`config.mk`:
```
export PLATFORM = sky130hd
export DESIGN_NAME = systolic_ctrl_flat
export DESIGN_NICKNAME = d
export VERILOG_FILES = /design/src/rtl/systolic_ctrl_if.sv /design/src/rtl/systolic_ctrl.sv /design/src/flat_wrapper.sv
export SDC_FILE = /design/constraint.sdc
export NUM_CORES = 1
export LEC_CHECK = 0
export CAP_MARGIN = 30
export CELL_PAD_IN_SITES_DETAIL_PLACEMENT = 1
export CELL_PAD_IN_SITES_GLOBAL_PLACEMENT = 2
export CORE_MARGIN = 2
export CORE_UTILIZATION = 30
export DETAILED_ROUTE_END_ITERATION = 6
export GPL_TIMING_DRIVEN = 0
export PLACE_DENSITY = 0.85
export SLEW_MARGIN = 20
export SYNTH_ARGS = -nofsm -noshare
export SYNTH_HDL_FRONTEND = slang
export SYNTH_SLANG_ARGS = --single-unit
export TNS_END_PERCENT = 20
```
`constraint.sdc`:
```
create_clock -name clk -period 1.7 [get_ports clk]
set_clock_uncertainty 0.15 [all_clocks]
set_input_delay 0.255 -clock clk [delete_from_list [all_inputs] [get_ports clk]]
set_output_delay 0.255 -clock clk [all_outputs]
set_load 0.05 [all_outputs]
```
`src/rtl/systolic_ctrl_if.sv`:
```
// systolic_ctrl_if: tile launch, operand stream, result stream and array control signals
interface systolic_ctrl_if #(
  parameter int N = 4,
  parameter int K_W = 8,
  parameter int RW = (N > 1) ? $clog2(N) : 1
);
  logic start;
  logic [K_W-1:0] k_len;
  logic src_valid;
  logic src_ready;
  logic dst_ready;
  logic feed_en;
  logic zero_fill;
  logic acc_clr;
  logic acc_en;
  logic out_valid;
  logic [RW-1:0] out_row;
  logic busy;
  logic done;
  modport master (
    output start, k_len, src_valid, dst_ready,
    input src_ready, feed_en, zero_fill, acc_clr, acc_en, out_valid, out_row, busy, done
  );
  modport slave (
    input start, k_len, src_valid, dst_ready,
    output src_ready, feed_en, zero_fill, acc_clr, acc_en, out_valid, out_row, busy, done
  );
endinterface

```
`src/rtl/systolic_ctrl.sv`:
```
// systolic_ctrl: sequences clear, operand feed, pipeline drain and row readout for an N x N array
module systolic_ctrl #(
  parameter int N = 4,
  parameter int K_W = 8
) (
  input logic clk,
  input logic clear,
  systolic_ctrl_if.slave bus
);
  localparam int RW = (N > 1) ? $clog2(N) : 1;
  localparam int DW = $clog2(2 * N);
  typedef enum logic [2:0] {IDLE, CLR, FEED, DRAIN, OUT} state_t;
  state_t st, nxt;
  logic [K_W-1:0] k_q, bcnt;
  logic [DW-1:0] dcnt;
  logic [RW-1:0] row;
  logic done_q;
  logic last_beat, last_drain, last_row;
  assign last_beat = bus.src_valid && bcnt == k_q - K_W'(1);
  assign last_drain = dcnt == DW'(2 * N - 3);
  assign last_row = row == RW'(N - 1);
  assign bus.out_row = row;
  assign bus.done = done_q;
  assign bus.busy = st != IDLE;
  always_ff @(posedge clk or posedge clear) begin
    if (clear) begin
      st <= IDLE;
      k_q <= '0;
      bcnt <= '0;
      dcnt <= '0;
      row <= '0;
      done_q <= 1'b0;
    end else begin
      st <= nxt;
      done_q <= (st == IDLE && bus.start && bus.k_len == '0) ||
                (st == OUT && bus.dst_ready && last_row);
      if (st == IDLE && bus.start) k_q <= bus.k_len;
      bcnt <= (st == FEED) ? bcnt + K_W'(bus.src_valid) : '0;
      dcnt <= (st == DRAIN) ? dcnt + DW'(1) : '0;
      row <= (st != OUT || (bus.dst_ready && last_row)) ? '0 : row + RW'(bus.dst_ready);
    end
  end
  always_comb begin
    nxt = st;
    bus.src_ready = 1'b0;
    bus.feed_en = 1'b0;
    bus.acc_en = 1'b0;
    bus.zero_fill = 1'b0;
    bus.acc_clr = 1'b0;
    bus.out_valid = 1'b0;
    case (st)
      IDLE: nxt = (bus.start && bus.k_len != '0) ? CLR : IDLE;
      CLR: begin
        bus.acc_clr = 1'b1;
        nxt = FEED;
      end
      FEED: begin
        bus.src_ready = 1'b1;
        bus.feed_en = bus.src_valid;
        bus.acc_en = bus.src_valid;
        nxt = last_beat ? ((N == 1) ? OUT : DRAIN) : FEED;
      end
      DRAIN: begin
        bus.feed_en = 1'b1;
        bus.acc_en = 1'b1;
        bus.zero_fill = 1'b1;
        nxt = last_drain ? OUT : DRAIN;
      end
      OUT: begin
        bus.out_valid = 1'b1;
        nxt = (bus.dst_ready && last_row) ? IDLE : OUT;
      end
      default: nxt = IDLE;
    endcase
  end
endmodule

```
`src/flat_wrapper.sv`:
```
// flat-port wrapper written by rule: the top's interface ports become plain ports
module systolic_ctrl_flat 
#(
  parameter int N = 4,
  parameter int K_W = 8
)
  (clk, clear, bus_start, bus_k_len, bus_src_valid, bus_dst_ready, bus_src_ready, bus_feed_en, bus_zero_fill, bus_acc_clr, bus_acc_en, bus_out_valid, bus_out_row, bus_busy, bus_done);
  systolic_ctrl_if #(.N(N), .K_W(K_W)) bus_i ();
  input logic clk;
  input logic clear;
  input wire logic [$bits(bus_i.start)-1:0] bus_start;
  input wire logic [$bits(bus_i.k_len)-1:0] bus_k_len;
  input wire logic [$bits(bus_i.src_valid)-1:0] bus_src_valid;
  input wire logic [$bits(bus_i.dst_ready)-1:0] bus_dst_ready;
  output wire logic [$bits(bus_i.src_ready)-1:0] bus_src_ready;
  output wire logic [$bits(bus_i.feed_en)-1:0] bus_feed_en;
  output wire logic [$bits(bus_i.zero_fill)-1:0] bus_zero_fill;
  output wire logic [$bits(bus_i.acc_clr)-1:0] bus_acc_clr;
  output wire logic [$bits(bus_i.acc_en)-1:0] bus_acc_en;
  output wire logic [$bits(bus_i.out_valid)-1:0] bus_out_valid;
  output wire logic [$bits(bus_i.out_row)-1:0] bus_out_row;
  output wire logic [$bits(bus_i.busy)-1:0] bus_busy;
  output wire logic [$bits(bus_i.done)-1:0] bus_done;
  assign bus_i.start = bus_start;
  assign bus_i.k_len = bus_k_len;
  assign bus_i.src_valid = bus_src_valid;
  assign bus_i.dst_ready = bus_dst_ready;
  assign bus_src_ready = bus_i.src_ready;
  assign bus_feed_en = bus_i.feed_en;
  assign bus_zero_fill = bus_i.zero_fill;
  assign bus_acc_clr = bus_i.acc_clr;
  assign bus_acc_en = bus_i.acc_en;
  assign bus_out_valid = bus_i.out_valid;
  assign bus_out_row = bus_i.out_row;
  assign bus_busy = bus_i.busy;
  assign bus_done = bus_i.done;
  systolic_ctrl #(.N(N), .K_W(K_W)) u_core (.clk(clk), .clear(clear), .bus(bus_i));
endmodule
```
==> results.md, run 1 <==
* Status: finished, violations left
* Failing checks: setup timing
* GRT Total Usage at 14.82%
* EDFF count, synth at 0
* Peak VDD IR at slightly below 1000 uV
* Synth warn at 0
* Most frequent cells after synthesis: dfrtp_1 (25), nor2_1 (15), xnor2_1 (10), nand2_1 (9)
* Fraction of layout instances using a drive strength above 1 at 29.14%
* Clock share of power at 12.7%
* Period minus WS final at between 1.5 and 2 ns
* Reg-to-reg slack, setup at -0.20 ns
* Top cells by area in the synthesized netlist: dfrtp_1 (45%), xnor2_1 (6.3%), ha_1 (5.4%)
* Setup TNS at -1.646 ns
* Initial antenna violation count at 0
* Clock Tree Buf Depth at 2
* Pre-CTS WS at -0.7523 ns
* Sequential power share at a little over a third
* Final core utilization at 43.93%
* Cell with the most instances after synthesis: dfrtp_1
* Via density per instance at 4.956
* Logic pwr share at 51.7%
* FMAX at 507.6 MHz
* CTS tree: yes
* Total die area at 0.005225 mm2
* Rel. slew slack at between 60% and 70%
* Worst hold path class: primary input to asynchronous set/reset pin
* #FFs+latches synth at 25
* Setup-failing EPs final at 12
* Crit Path Category: flop to primary output
* CP arrival at 1.56 ns
* Clk pin slew, worst setup/hold paths at 0.09 ns
* Antenna-violating nets left at 0
* Avg Inst Size Synth at 10.06 um2
* Hold buffers post-CTS at 0
* TritonCTS Sinks at 25
* Site Rows at 24
* Final hold slack at 0.1298 ns
* Crit-path max FO at 3
* Synth cell types at 36
* Leakage power at 0.8525 nW
* Worst slew pin tran at 0.4911 ns
* Drt drc at 0
* Synthesis-to-layout area growth at 38.64%
* Synth async-reset ratio at between 90% and 100%
* DRT Pass-1 Iters at 4
* Layout Nets at 195
* Crit start category: flop
* FF-to-FF path depth at 7
* Pins over their slew limit at 0
* Die H at 72.29 um
* Iter 0 DRT Violations at 36
* RSZ-0062 raised after global routing: yes
* Initial Util at a little under a third
* DP HPWL at 2.665 mm
* Switching part of the total power at 42.48%
* Core Region at 0.004414 mm2
* Clk Tree Root Cell: clkbuf_8
* Syn nets at 158
* Port bufs at 22
* CTS Buf Count at 3
* R2r endpoint: u_core.st[0]
* Synthesized area at about 0.0014 mm2
* Reg2reg start: u_core.st[0]
* Largest net degree at the start of global routing at 18
* CTS H-tree depth at 1
* Vias at 1,125
* Sequential area share after synthesis at about 45%
* Top Ports at 23
* Top FF cell, synth: dfrtp_1
* Antenna fix cells at 0
* Max Cap Viol at 0
* RePlAce Congestion at ~0.82
* DR WL/cell at 15.95 um
* Post-synth top area cell: dfrtp_1
* Net Sw Power at 1.210 mW
* Hold Violations, Final at 0
* Total routed wirelength at 3.621 mm
* GRT Residual Overflow at 0
* Gate count after technology mapping at 139
* CP Capture Type: primary output
* Req. time, crit path at around 1.3 ns
* Total chip power at 2.849 mW
* Area share of the largest cell type after synthesis at 44.72%
* Fin crit share at 115.9%
* Clk_lat worst skew at 0.27 ns
* P per Cell Area at ~1500 mW/mm2
* Setup ws final at -0.2699 ns
* Vias in the first global route at 1,274
* Cell Int Power at 1.639 mW
* DIE WIDTH at 72.29 um
* First-pass GRT wire length at 6.065 mm
-- worst max-delay path, cell delays in order (launching register included) --
cell and delay, ns:
dfrtp_1 0.40, or3b_4 0.45, clkinv_8 0.08, nand2_8 0.05, nand2_4 0.08, buf_6 0.09, buf_8 0.13
-- kinds of logic (layout without fill, tap and decap cells) --
family / Yosys count / count (layout) / synth area share (%)
AND/OR/NAND/NOR: 57 / 57 / 22.36
XOR/XNOR: 18 / 18 / 11.27
flip-flops: 25 / 25 / 44.72
adder cells (fa/ha/maj): 6 / 6 / 5.367
multiplexers: 6 / 6 / 4.830
buffers and inverters: 14 / 50 / 5.725
AO/OA/AOI/OAI: 13 / 13 / 5.725
-- through the flow --
stage                     instances  instance area (um2)
final                           227                 1939
after global routing            227                 1939
after CTS                       224                 1883
after detailed placement        214                 1738
after global placement          213                 1710
after floorplan                 139                 1425
-- how the worst max path moves through the flow --
stage | startpoint | end | depth (start not counted)
global route | u_core.st[0] | bus_feed_en | 6
detailed placement | u_core.st[2] | bus_feed_en | 7
CTS | u_core.st[0] | bus_feed_en | 7
global placement | u_core.st[0] | bus_feed_en | 7
finish | u_core.st[0] | bus_feed_en | 6
floorplan | u_core.st[2] | bus_feed_en | 6
-- final cells by class --
cell class | count | area, um2
clock inverter | 1 | 7.507
timing repair buffer | 34 | 337.8
clock buffer | 3 | 41.29
tap | 52 | 65.06
inverter | 9 | 48.80
buffer | 3 | 30.03
sequential | 25 | 626.9
fill | 479 | 2475
multi-input combinational | 100 | 782.0
-- per-layer routing --
layer,track usage [%],wire (um)
met1,18.72,1519
met5,0,0
met3,1.667,75
met4,3.774,32
met2,26.81,1993
-- sequential cells by signal, summed over array words and instances, names as in the netlist --
signal / count
u_core.bcnt: 8
u_core.k_q: 8
u_core.dcnt: 3
u_core.st: 3
u_core.bus.out_row: 2
u_core.bus.done: 1
-- cell usage in the layout, fill, tap and decap left out, types with 3 or more instances in the layout --
cell type / count
nor2_1: 13
dlygate4sd2_1: 3
xnor2_1: 10
xor2_1: 8
buf_4: 10
buf_6: 4
ha_1: 5
o21ai_0: 3
and3_1: 3
nand3_1: 8
nand2_1: 7
clkdlybuf4s50_1: 12
dfrtp_1: 24
buf_8: 4
clkbuf_8: 3
nor3_1: 4
inv_1: 6
mux2_4: 4
-- power by group through the flow --
| stage | clock, mW | sequential (mW) | combinational, mW |
|---|---|---|---|
| global route | 0.407 | 1.04 | 1.60 |
| floorplan | 0 | 0.924 | 0.923 |
| global placement | 0 | 0.986 | 1.14 |
| detailed placement | 0 | 1.00 | 1.21 |
| finish | 0.362 | 1.01 | 1.47 |
| CTS | 0.374 | 1.01 | 1.42 |
-- what timing repair did --
item	CTS	global route
endpoints found under the setup margin	15	14
pin swaps	6	3
gates cloned	0	0
gates resized for setup	55	18
buffers inserted	7	4
No activity file was read; power rests on OpenSTA's default activity.
==> run 2: changes to the inputs <==
--- a/config.mk
+++ b/config.mk
@@ -13,6 +13,8 @@
 export DETAILED_ROUTE_END_ITERATION = 6
 export GPL_TIMING_DRIVEN = 0
 export PLACE_DENSITY = 0.85
+export REMOVE_ABC_BUFFERS = 1
+export SKIP_CTS_REPAIR_TIMING = 1
 export SLEW_MARGIN = 20
 export SYNTH_ARGS = -nofsm -noshare
 export SYNTH_HDL_FRONTEND = slang
==> results.md, run 2 (same netlist as run 1, synthesis figures left out) <==
* Status: finished, violations left
* Crit start category: flop
* Setup-failing EPs final at 12
* Period minus WS final at between 1.5 and 2 ns
* Drt drc at 0
* Total chip power at 2.573 mW
* Worst slew pin tran at about 0.52 ns
* Total die area at about 0.0052 mm2
* GRT Residual Overflow at 0
* Via density per instance at around 5
* DR WL met2 at 1.637 mm
* Final hold slack at 0.09427 ns
* DRT Pass-1 Iters at 4
* Fin crit share at 111.7%
* Area post-placement at 0.001650 mm2
* DIE WIDTH at 72.29 um
* Crit-path max FO at 5
* Antenna-violating nets left at 0
* Iter 0 DRT Violations at 34
* Vias in the first global route at 1,189
* Clk pin slew, worst setup/hold paths at 0.08 ns
* Layout Nets at 183
* Clk_lat worst skew at 0.26 ns
* Max Cap Viol at 0
* Largest net degree at the start of global routing at 26
* GRT Total Usage at 13.56%
* Req. time, crit path at 1.29 ns
* Rel. slew slack at 64.95%
* Synthesis-to-layout area growth at 26.30%
* Pins over their slew limit at 0
* Port bufs at 22
* Placed cell count at around 210
* Site Rows at 24
* Layout Cells excl Fill at 215
* R2r endpoint: u_core.k_q[3]
* Total routed wirelength at 3.277 mm
* Hold Violations, Final at 0
* Most frequent cells in the layout: dfrtp_1 (22), nor2_1 (14), clkdlybuf4s50_1 (12)
* P per Cell Area at 1457 mW/mm2
* Top Metal Used: met4
* Commonest non-fill, non-tap cell in the layout: dfrtp_1
* Peak VDD IR at 720.5 uV
* Failing checks: setup timing
* Largest registers: u_core.bcnt x8, u_core.k_q x8
* Core Region at 0.004414 mm2
* Clk Tree Root Cell: clkbuf_8
* First-pass GRT wire length at 5.554 mm
* Clock Tree Buf Depth at 2
* CTS Buf Count at 3
* Leakage power at 0.8117 nW
* FMAX at approximately 530 MHz
* Initial antenna violation count at 0
* Reg2reg start: u_core.st[0]
* CP arrival at 1.49 ns
* RePlAce Congestion at between 0.7 and 0.8
* Wl on met1 at 1.491 mm
* Metal3 WL at 131 um
* Vias at 1,078
* CTS H-tree depth at 1
* Antenna fix cells at 0
* Setup TNS at -1.898 ns
* Reg-to-reg slack, setup at -0.16 ns
* Fraction of layout instances using a drive strength above 1 at 21.47%
* Die H at 72.29 um
* Setup ws final at -0.1991 ns
* TritonCTS Sinks at 25
* DP HPWL at 2.555 mm
* Crit Path Category: flop to primary output
* Worst hold path class: primary input to asynchronous set/reset pin
* CTS tree: yes
* CP Capture Type: primary output
* Top Ports at 23
* RSZ-0062 raised after global routing: yes
* FF-to-FF path depth at 3
* Final Instance Area at 0.001767 mm2
* Initial Util at 31.69%
* DR WL/cell at ~15 um
[run 2: changes by cell type in the layout (fill, tap and decap cells not counted), moves of 2 or more]
cell / change
dfrtp_2: +2
buf_6: -3
mux2_4: -4
dlymetal6s2s_1: +3
dfrtp_1: -2
dlygate4sd2_1: -3
buf_4: -7
mux2_2: +4
[run 2: critical path, stage by stage (launching register included)]
cell	delay (ns)
dfrtp_1	0.42
or3b_4	0.46
clkinv_8	0.07
nand2_4	0.06
nand2_4	0.08
buf_8	0.14
[run 2: worst max path at each step]
stage | startpoint | to | slack, ns
5_1_grt | u_core.st[2] | bus_feed_en | -0.26
6_report | u_core.st[2] | bus_acc_en | -0.20
2_1_floorplan | u_core.st[0] | u_core.k_q[2] | -0.51
3_3_place_gp | u_core.st[0] | bus_acc_en | -0.73
4_1_cts | u_core.st[0] | bus_acc_en | -1.07
3_5_place_dp | u_core.st[0] | bus_acc_en | -0.75
[run 2: power breakdown]
part / internal (mW) / switching, mW / leakage [nW] / total [mW]
combinational: 0.562 / 0.636 / 0.470 / 1.20
sequential: 0.762 / 0.264 / 0.319 / 1.03
clock: 0.167 / 0.182 / 0.0228 / 0.349
[run 2: routing by layer]
metal,track usage [%],vias up
li1,-,518
met1,17.48,540
met2,23.45,18
met3,3.472,2
met4,1.887,0
met5,0,-
[run 2: stage by stage]
stage	util [%]	setup WS, ns
after CTS	38.41	-1.070
after floorplan	-	-0.5056
after global placement	37.39	-0.7349
final	40.02	-0.1991
after global routing	40.02	-0.2636
after detailed placement	37.39	-0.7514
[run 2: layout make-up]
type / count / area [um2]
flip-flops and latches: 25 / 629.4
repair buffers: 25 / 251.5
multi-input cells: 100 / 729.5
clock buffers: 4 / 45.04
inverters: 9 / 46.29
fillers: 508 / 2648
well taps: 52 / 65.06
